===== config.mk =====
export PLATFORM = sky130hd
export DESIGN_NAME = win_sprite_renderer_flat
export DESIGN_NICKNAME = d
export VERILOG_FILES = /design/src/rtl/win_sprite_renderer_pkg.sv /design/src/rtl/win_sprite_renderer_if.sv /design/src/rtl/win_sprite_renderer_palette_scale.sv /design/src/rtl/win_sprite_renderer.sv /design/src/flat_wrapper.sv
export SDC_FILE = /design/constraint.sdc
export NUM_CORES = 1
export LEC_CHECK = 0
export ABC_AREA = 1
export CORE_ASPECT_RATIO = 0.6
export CORE_UTILIZATION = 39
export CTS_CLUSTER_DIAMETER = 30
export CTS_CLUSTER_SIZE = 8
export DETAILED_ROUTE_END_ITERATION = 7
export PLACE_DENSITY = 0.7
export SETUP_SLACK_MARGIN = 0.05
export SLEW_MARGIN = 20
export SYNTH_ARGS = -nofsm -noshare
export SYNTH_HDL_FRONTEND = slang
export SYNTH_SLANG_ARGS = --single-unit
export TNS_END_PERCENT = 20

===== constraint.sdc =====
create_clock -name Clk -period 4.5 [get_ports Clk]
set_input_delay 0.45 -clock Clk [delete_from_list [all_inputs] [get_ports Clk]]
set_output_delay 0.45 -clock Clk [all_outputs]
set_load 0.005 [all_outputs]

===== src/rtl/win_sprite_renderer_pkg.sv =====
// Shared types and constants for the win-screen sprite renderer.
package win_render_pkg;

    typedef enum logic [1:0] {IDLE, FADE, SHOW} state_t;

    localparam int unsigned LEVEL_MAX = 7;

    // Index 0 is transparent; its colour is never shown.
    localparam logic [23:0] PALETTE [32] = '{
        24'h000000, 24'hFFFFFF, 24'h202020, 24'hE0C020, 24'h3060C0, 24'hFF8040, 24'h40FF40, 24'hFF4040,
        24'h4040FF, 24'hFFFF00, 24'h00FFFF, 24'hFF00FF, 24'h804000, 24'h008040, 24'h400080, 24'hC0C0C0,
        24'h808080, 24'h604020, 24'hF0E0A0, 24'hA0E0F0, 24'hFFD700, 24'hDAA520, 24'hB8860B, 24'h8B4513,
        24'h2E8B57, 24'h4682B4, 24'h6A5ACD, 24'hDC143C, 24'hFF69B4, 24'hF5DEB3, 24'h708090, 24'h101010
    };

endpackage


===== src/rtl/win_sprite_renderer_if.sv =====
// Sprite ROM read bus plus the overlay pixel output towards the colour mux.
interface win_sprite_renderer_if;
    logic [14:0] read_address;
    logic [4:0]  rom_data;
    logic        pixel_valid;
    logic [7:0]  Red;
    logic [7:0]  Green;
    logic [7:0]  Blue;

    modport master (output read_address, pixel_valid, Red, Green, Blue, input rom_data);
    modport slave  (input read_address, pixel_valid, Red, Green, Blue, output rom_data);
endinterface


===== src/rtl/win_sprite_renderer_palette_scale.sv =====
// Combinational palette lookup with fade brightness: c*(level+1)>>3 per channel.
module win_palette_scale
    import win_render_pkg::*;
(
    input  logic [4:0] index,
    input  logic [2:0] level,
    output logic [7:0] red,
    output logic [7:0] green,
    output logic [7:0] blue
);
    logic [23:0] rgb;
    logic [3:0]  mult;
    logic [10:0] pr, pg, pb;

    always_comb begin
        rgb   = PALETTE[index];
        mult  = {1'b0, level} + 4'd1;
        pr    = {3'b000, rgb[23:16]} * {7'd0, mult};
        pg    = {3'b000, rgb[15:8]}  * {7'd0, mult};
        pb    = {3'b000, rgb[7:0]}   * {7'd0, mult};
        red   = pr[10:3];
        green = pg[10:3];
        blue  = pb[10:3];
    end
endmodule


===== src/rtl/win_sprite_renderer.sv =====
// Win-screen overlay: ROM address generation, 3-stage pixel pipeline and fade-in FSM.
module win_sprite_renderer
    import win_render_pkg::*;
#(
    parameter int unsigned SPR_W     = 150,
    parameter int unsigned SPR_H     = 120,
    parameter int unsigned ORIGIN_X  = 245,
    parameter int unsigned ORIGIN_Y  = 180,
    parameter int unsigned FADE_STEP = 4
) (
    input  logic                         Clk,
    input  logic                         Reset_n,
    input  logic [9:0]                   DrawX,
    input  logic [9:0]                   DrawY,
    input  logic                         frame_start,
    input  logic                         win_trigger,
    input  logic                         win_clear,
    output logic                         overlay_active,
    win_sprite_renderer_if.master        bus
);
    localparam int unsigned FCW = (FADE_STEP > 1) ? $clog2(FADE_STEP) : 1;
    localparam logic [9:0] X_LO = 10'(ORIGIN_X);
    localparam logic [9:0] X_HI = 10'(ORIGIN_X + SPR_W);
    localparam logic [9:0] Y_LO = 10'(ORIGIN_Y);
    localparam logic [9:0] Y_HI = 10'(ORIGIN_Y + SPR_H);

    state_t       state;
    logic [2:0]   level;
    logic [FCW-1:0] fcnt;

    logic         in_box, in_box_d1, in_box_d2, opaque;
    logic [6:0]   row;
    logic [7:0]   col;
    logic [14:0]  addr;
    logic [7:0]   sr, sg, sb;

    always_comb begin
        in_box = (DrawX >= X_LO) && (DrawX < X_HI) && (DrawY >= Y_LO) && (DrawY < Y_HI);
        row    = 7'(DrawY - Y_LO);
        col    = 8'(DrawX - X_LO);
        // Full 15-bit product so the last pixel (17999) is not truncated.
        addr   = ({8'd0, row} * 15'(SPR_W)) + {7'd0, col};
    end

    always_ff @(posedge Clk) begin
        if (!Reset_n) begin
            bus.read_address <= '0;
            in_box_d1        <= 1'b0;
            in_box_d2        <= 1'b0;
        end else begin
            bus.read_address <= in_box ? addr : '0;
            in_box_d1        <= in_box;
            in_box_d2        <= in_box_d1;
        end
    end

    win_palette_scale u_scale (
        .index (bus.rom_data),
        .level (level),
        .red   (sr),
        .green (sg),
        .blue  (sb)
    );

    assign opaque = in_box_d2 && (bus.rom_data != '0) && (state != IDLE);

    always_ff @(posedge Clk) begin
        if (!Reset_n) begin
            bus.pixel_valid <= 1'b0;
            bus.Red         <= '0;
            bus.Green       <= '0;
            bus.Blue        <= '0;
        end else begin
            bus.pixel_valid <= opaque;
            bus.Red         <= opaque ? sr : '0;
            bus.Green       <= opaque ? sg : '0;
            bus.Blue        <= opaque ? sb : '0;
        end
    end

    always_ff @(posedge Clk) begin
        if (!Reset_n) begin
            state          <= IDLE;
            level          <= '0;
            fcnt           <= '0;
            overlay_active <= 1'b0;
        end else if (win_clear) begin
            state          <= IDLE;
            overlay_active <= 1'b0;
        end else begin
            case (state)
                IDLE: if (win_trigger) begin
                    state          <= FADE;
                    level          <= '0;
                    fcnt           <= '0;
                    overlay_active <= 1'b1;
                end
                FADE: if (frame_start) begin
                    if (fcnt == FCW'(FADE_STEP - 1)) begin
                        fcnt  <= '0;
                        level <= level + 3'd1;
                        if (level == 3'(LEVEL_MAX - 1)) state <= SHOW;
                    end else begin
                        fcnt <= fcnt + FCW'(1);
                    end
                end
                SHOW: ;
                default: state <= IDLE;
            endcase
        end
    end
endmodule


===== src/flat_wrapper.sv =====
// flat-port wrapper written by rule: the top's interface ports become plain ports
module win_sprite_renderer_flat import win_render_pkg::*;
#(
    parameter int unsigned SPR_W     = 150,
    parameter int unsigned SPR_H     = 120,
    parameter int unsigned ORIGIN_X  = 245,
    parameter int unsigned ORIGIN_Y  = 180,
    parameter int unsigned FADE_STEP = 4
)
  (Clk, Reset_n, DrawX, DrawY, frame_start, win_trigger, win_clear, overlay_active, bus_read_address, bus_pixel_valid, bus_Red, bus_Green, bus_Blue, bus_rom_data);
  win_sprite_renderer_if bus_i ();
  input  logic Clk;
  input  logic Reset_n;
  input  logic [9:0] DrawX;
  input  logic [9:0] DrawY;
  input  logic frame_start;
  input  logic win_trigger;
  input  logic win_clear;
  output logic overlay_active;
  output wire logic [$bits(bus_i.read_address)-1:0] bus_read_address;
  output wire logic [$bits(bus_i.pixel_valid)-1:0] bus_pixel_valid;
  output wire logic [$bits(bus_i.Red)-1:0] bus_Red;
  output wire logic [$bits(bus_i.Green)-1:0] bus_Green;
  output wire logic [$bits(bus_i.Blue)-1:0] bus_Blue;
  input wire logic [$bits(bus_i.rom_data)-1:0] bus_rom_data;
  assign bus_read_address = bus_i.read_address;
  assign bus_pixel_valid = bus_i.pixel_valid;
  assign bus_Red = bus_i.Red;
  assign bus_Green = bus_i.Green;
  assign bus_Blue = bus_i.Blue;
  assign bus_i.rom_data = bus_rom_data;
  win_sprite_renderer #(.SPR_W(SPR_W), .SPR_H(SPR_H), .ORIGIN_X(ORIGIN_X), .ORIGIN_Y(ORIGIN_Y), .FADE_STEP(FADE_STEP)) u_core (.Clk(Clk), .Reset_n(Reset_n), .DrawX(DrawX), .DrawY(DrawY), .frame_start(frame_start), .win_trigger(win_trigger), .win_clear(win_clear), .overlay_active(overlay_active), .bus(bus_i));
endmodule

==> run_results.csv <==
group,metric,value,unit
route,wirelength,18.4,mm
worst_setup_path,reg2reg_depth,16,
yosys,syn_area,6640,um2
place,io_buffers,70,
pwr,p_sw,1.04,mW
global_route,grt-ovfl-total,0,
cts,clkLatencyLatePin,0.31,ns
pwr,seqPwrFrac,19.1,%
yosys,yosys.area.top_type,"ha_1",
place,placed_area,8350,um2
sta,min_period,4.31,ns
cts,root_buffer,"clkbuf_16",
cells_and_area,area_delta_synth_final,30.2,%
global_route,grt_pass1_vias,6011,
cts,clk_pin_slew,0.08,ns
global_route,antenna_found_initial,0,
cts,numCtsBuffers,5,
cts,clkSinkCount,50,
route,vias,6606,
global_route,grt_usage,21.7,%
yosys,ys_ff_latch,50,
yosys,synth_edf_count,0,
global_route,grt_max_degree,21,
worst_setup_path,arrival,4.51,ns
worst_setup_path,worst-setup-path-type,"in2reg",
sta,min_period_over_period,95.8,%
cells_and_area,nFillCells,1594,
place,dp_hpwl,15.1,mm
cells_and_area,drive_gt1_share,16.9,%
worst_setup_path,worstPathRequired,4.70,ns
worst_hold_path,holdPathStages,2,
status,status,"finished, final reports clean",
cts,htree_levels,2,
route,firstDrtPassIters,5,
global_route,grt_first_pass_wirelength,29.8,mm
route,ant_nets,0,
sta,rsz0062_at_grt,"true",
route,drc,0,
cts,cts_tree,"yes",
yosys,yosys_warnings,0,
yosys,synth_top_area_share,17.7,%
yosys,syn-num-nets,1116,
sta,setup_violations,0,
yosys,synth.distinct_cells,50,
cts,cts_max_path_buffers,2,
pwr,power.density,274,nW/um2
floorplanning,fp.dieH,103,um
yosys,async_reset_ff_share,0,%
sta,fmax,232,MHz
cells_and_area,diodes,0,
pwr,p_leak,4.59,nW
pwr,p_sw_share,44.0,%
worst_hold_path,hold_class,"reg2reg",
cells_and_area,nets,1285,
route,drt_iter0_drc,466,
pwr,p_comb_share,60.7,%
yosys,netlist_instances,951,
worst_setup_path,cp-start-kind,"input port",
place,gp_congestion,1.03,
yosys,netlist_top_cells_count,"nand2_1, inv_1, ha_1, nor2_1, a21oi_1",
yosys,dominantRegCellSynth,"dfxtp_1",
yosys,avgSynthCellArea,6.98,um2
sta,setup_ws,0.191,ns
pwr,internal_power,1.33,mW
sta,finClkSkew,0.00868,ns
worst_setup_path,worstPathMaxFanout,4,
floorplanning,fp.dieW,170,um
pwr,peakVddDrop,0.155,mV
cells_and_area,stdcell_area,8650,um2
floorplanning,initial_utilization,40.4,%
cts,holdBufCountCts,0,
worst_setup_path,endpoint_kind,"flip-flop",
floorplanning,rows,36,
floorplanning,core,16400,um2
route,post_drt_wl_per_cell,13.6,um
yosys,yosysMostFrequentCell,"nand2_1",
yosys,synthTopCellsByArea,"ha_1, dfxtp_1, fa_1",
sta,tightest_slew,0.727,ns
place,pre_cts_slack,-0.320,ns
pwr,p_clk_share,20.1,%
sta,maxSlewHeadroom,51.4,%
cells_and_area,final_core_util,52.6,%
route,routed_via_density,4.90,
floorplanning,io_pins,71,
flow_run,drv_cap,0,
floorplanning,die_area,17600,um2
sta,hold_viol_final,0,
sta,slew_violations,0,
yosys,yosysSeqAreaShare,15.1,%
## cell type report
type / count / area, um2 / area share (%)
multi-input cells: 715 / 5010 / 58.0
clock inverters: 3 / 48.8 / 0.564
clock buffers: 5 / 125 / 1.45
inverters: 167 / 627 / 7.25
repair buffers: 181 / 1550 / 17.9
well taps: 228 / 285 / 3.30
flip-flops and latches: 50 / 1000 / 11.6
## state kept, by name, indices dropped and copies added, names as in the netlist, 2 cells and up
signal	count
u_core.state	2
u_core.bus.Red	8
u_core.bus.Blue	8
u_core.level	3
u_core.fcnt	2
u_core.bus.read_address	15
u_core.bus.Green	8
## path summary, 6_finish.rpt
kind / from / end / slack, ns
setup / recovery: DrawY[4] / u_core.bus.read_address[14] / 0.19
hold / removal: u_core.in_box_d1 / u_core.in_box_d2 / 0.43
setup reg to reg: u_core.level[0] / u_core.bus.Blue[5] / 0.35
hold reg to reg: u_core.in_box_d1 / u_core.in_box_d2 / 0.43
## timing repair
item                       4_1_cts  5_1_grt
pin swaps                        0        5
gates resized for setup          1       29
setup buffers                    0        1
setup endpoints to repair        3       13
## critical path, stage by stage
cell,delay (ns)
clkdlybuf4s50_1,0.59
o21ai_1,0.14
xnor2_1,0.26
ha_1,0.28
ha_1,0.28
ha_1,0.28
inv_1,0.05
fa_1,0.50
inv_1,0.05
ha_1,0.32
xor2_1,0.17
ha_1,0.29
buf_4,0.15
a21oi_1,0.18
nand3_2,0.15
nand3_4,0.14
nor2_4,0.06
a21oi_2,0.12
nor2_2,0.05
## through the flow
step,hold slack [ns],TNS (ns),std cells,total power [mW]
6_report,0.426,0,1349,2.37
5_1_grt,0.457,-0.00455,1349,2.58
4_1_cts,0.432,0,1348,2.25
3_5_place_dp,0.410,-1.91,1340,1.77
3_3_place_gp,0.401,-1.73,1340,1.74
2_1_floorplan,0.390,0,951,1.32
## routing by layer
| layer | track usage (%) | part of all wire (%) |
|---|---|---|
| met5 | 0 | 0 |
| met4 | 4.09 | 0.93 |
| met3 | 5.76 | 8.3 |
| met2 | 30.4 | 37 |
| met1 | 32.8 | 53 |
## placed cells by master, fill, tap and decap left out, types with 6 or more instances in the layout
cell / Yosys / routed
clkdlybuf4s50_1: 0 / 69
ha_1: 94 / 91
a21oi_1: 67 / 63
o211ai_1: 9 / 9
fa_1: 41 / 41
inv_2: 5 / 7
nand3_2: 10 / 12
buf_4: 3 / 110
nand3_1: 51 / 48
inv_1: 159 / 157
nor3_1: 10 / 10
o21ai_0: 38 / 35
xor2_1: 14 / 13
nand4_1: 6 / 6
nand2_2: 16 / 18
nand2_1: 202 / 200
xnor2_1: 8 / 7
a21oi_2: 3 / 7
nor2_1: 88 / 83
dfxtp_1: 50 / 50
## logic make-up (layout without fill, tap and decap cells)
| family | Yosys count | after routing | synth area share [%] |
|---|---|---|---|
| AO/OA/AOI/OAI | 154 | 154 | 13.6 |
| XOR/XNOR | 22 | 22 | 2.90 |
| adder cells (fa/ha/maj) | 135 | 135 | 30.1 |
| buffers and inverters | 186 | 356 | 11.2 |
| flip-flops | 50 | 50 | 15.1 |
| AND/OR/NAND/NOR | 404 | 404 | 27.2 |
## power groups by stage
| stage | clock network, mW | logic, mW | registers, mW |
|---|---|---|---|
| after CTS | 0.484 | 1.31 | 0.453 |
| after global routing | 0.507 | 1.62 | 0.454 |
| after detailed placement | 0 | 1.30 | 0.464 |
| after global placement | 0 | 1.27 | 0.464 |
| after floorplan | 0 | 0.853 | 0.463 |
| final | 0.478 | 1.44 | 0.453 |
(Power assumes the default switching activity.)
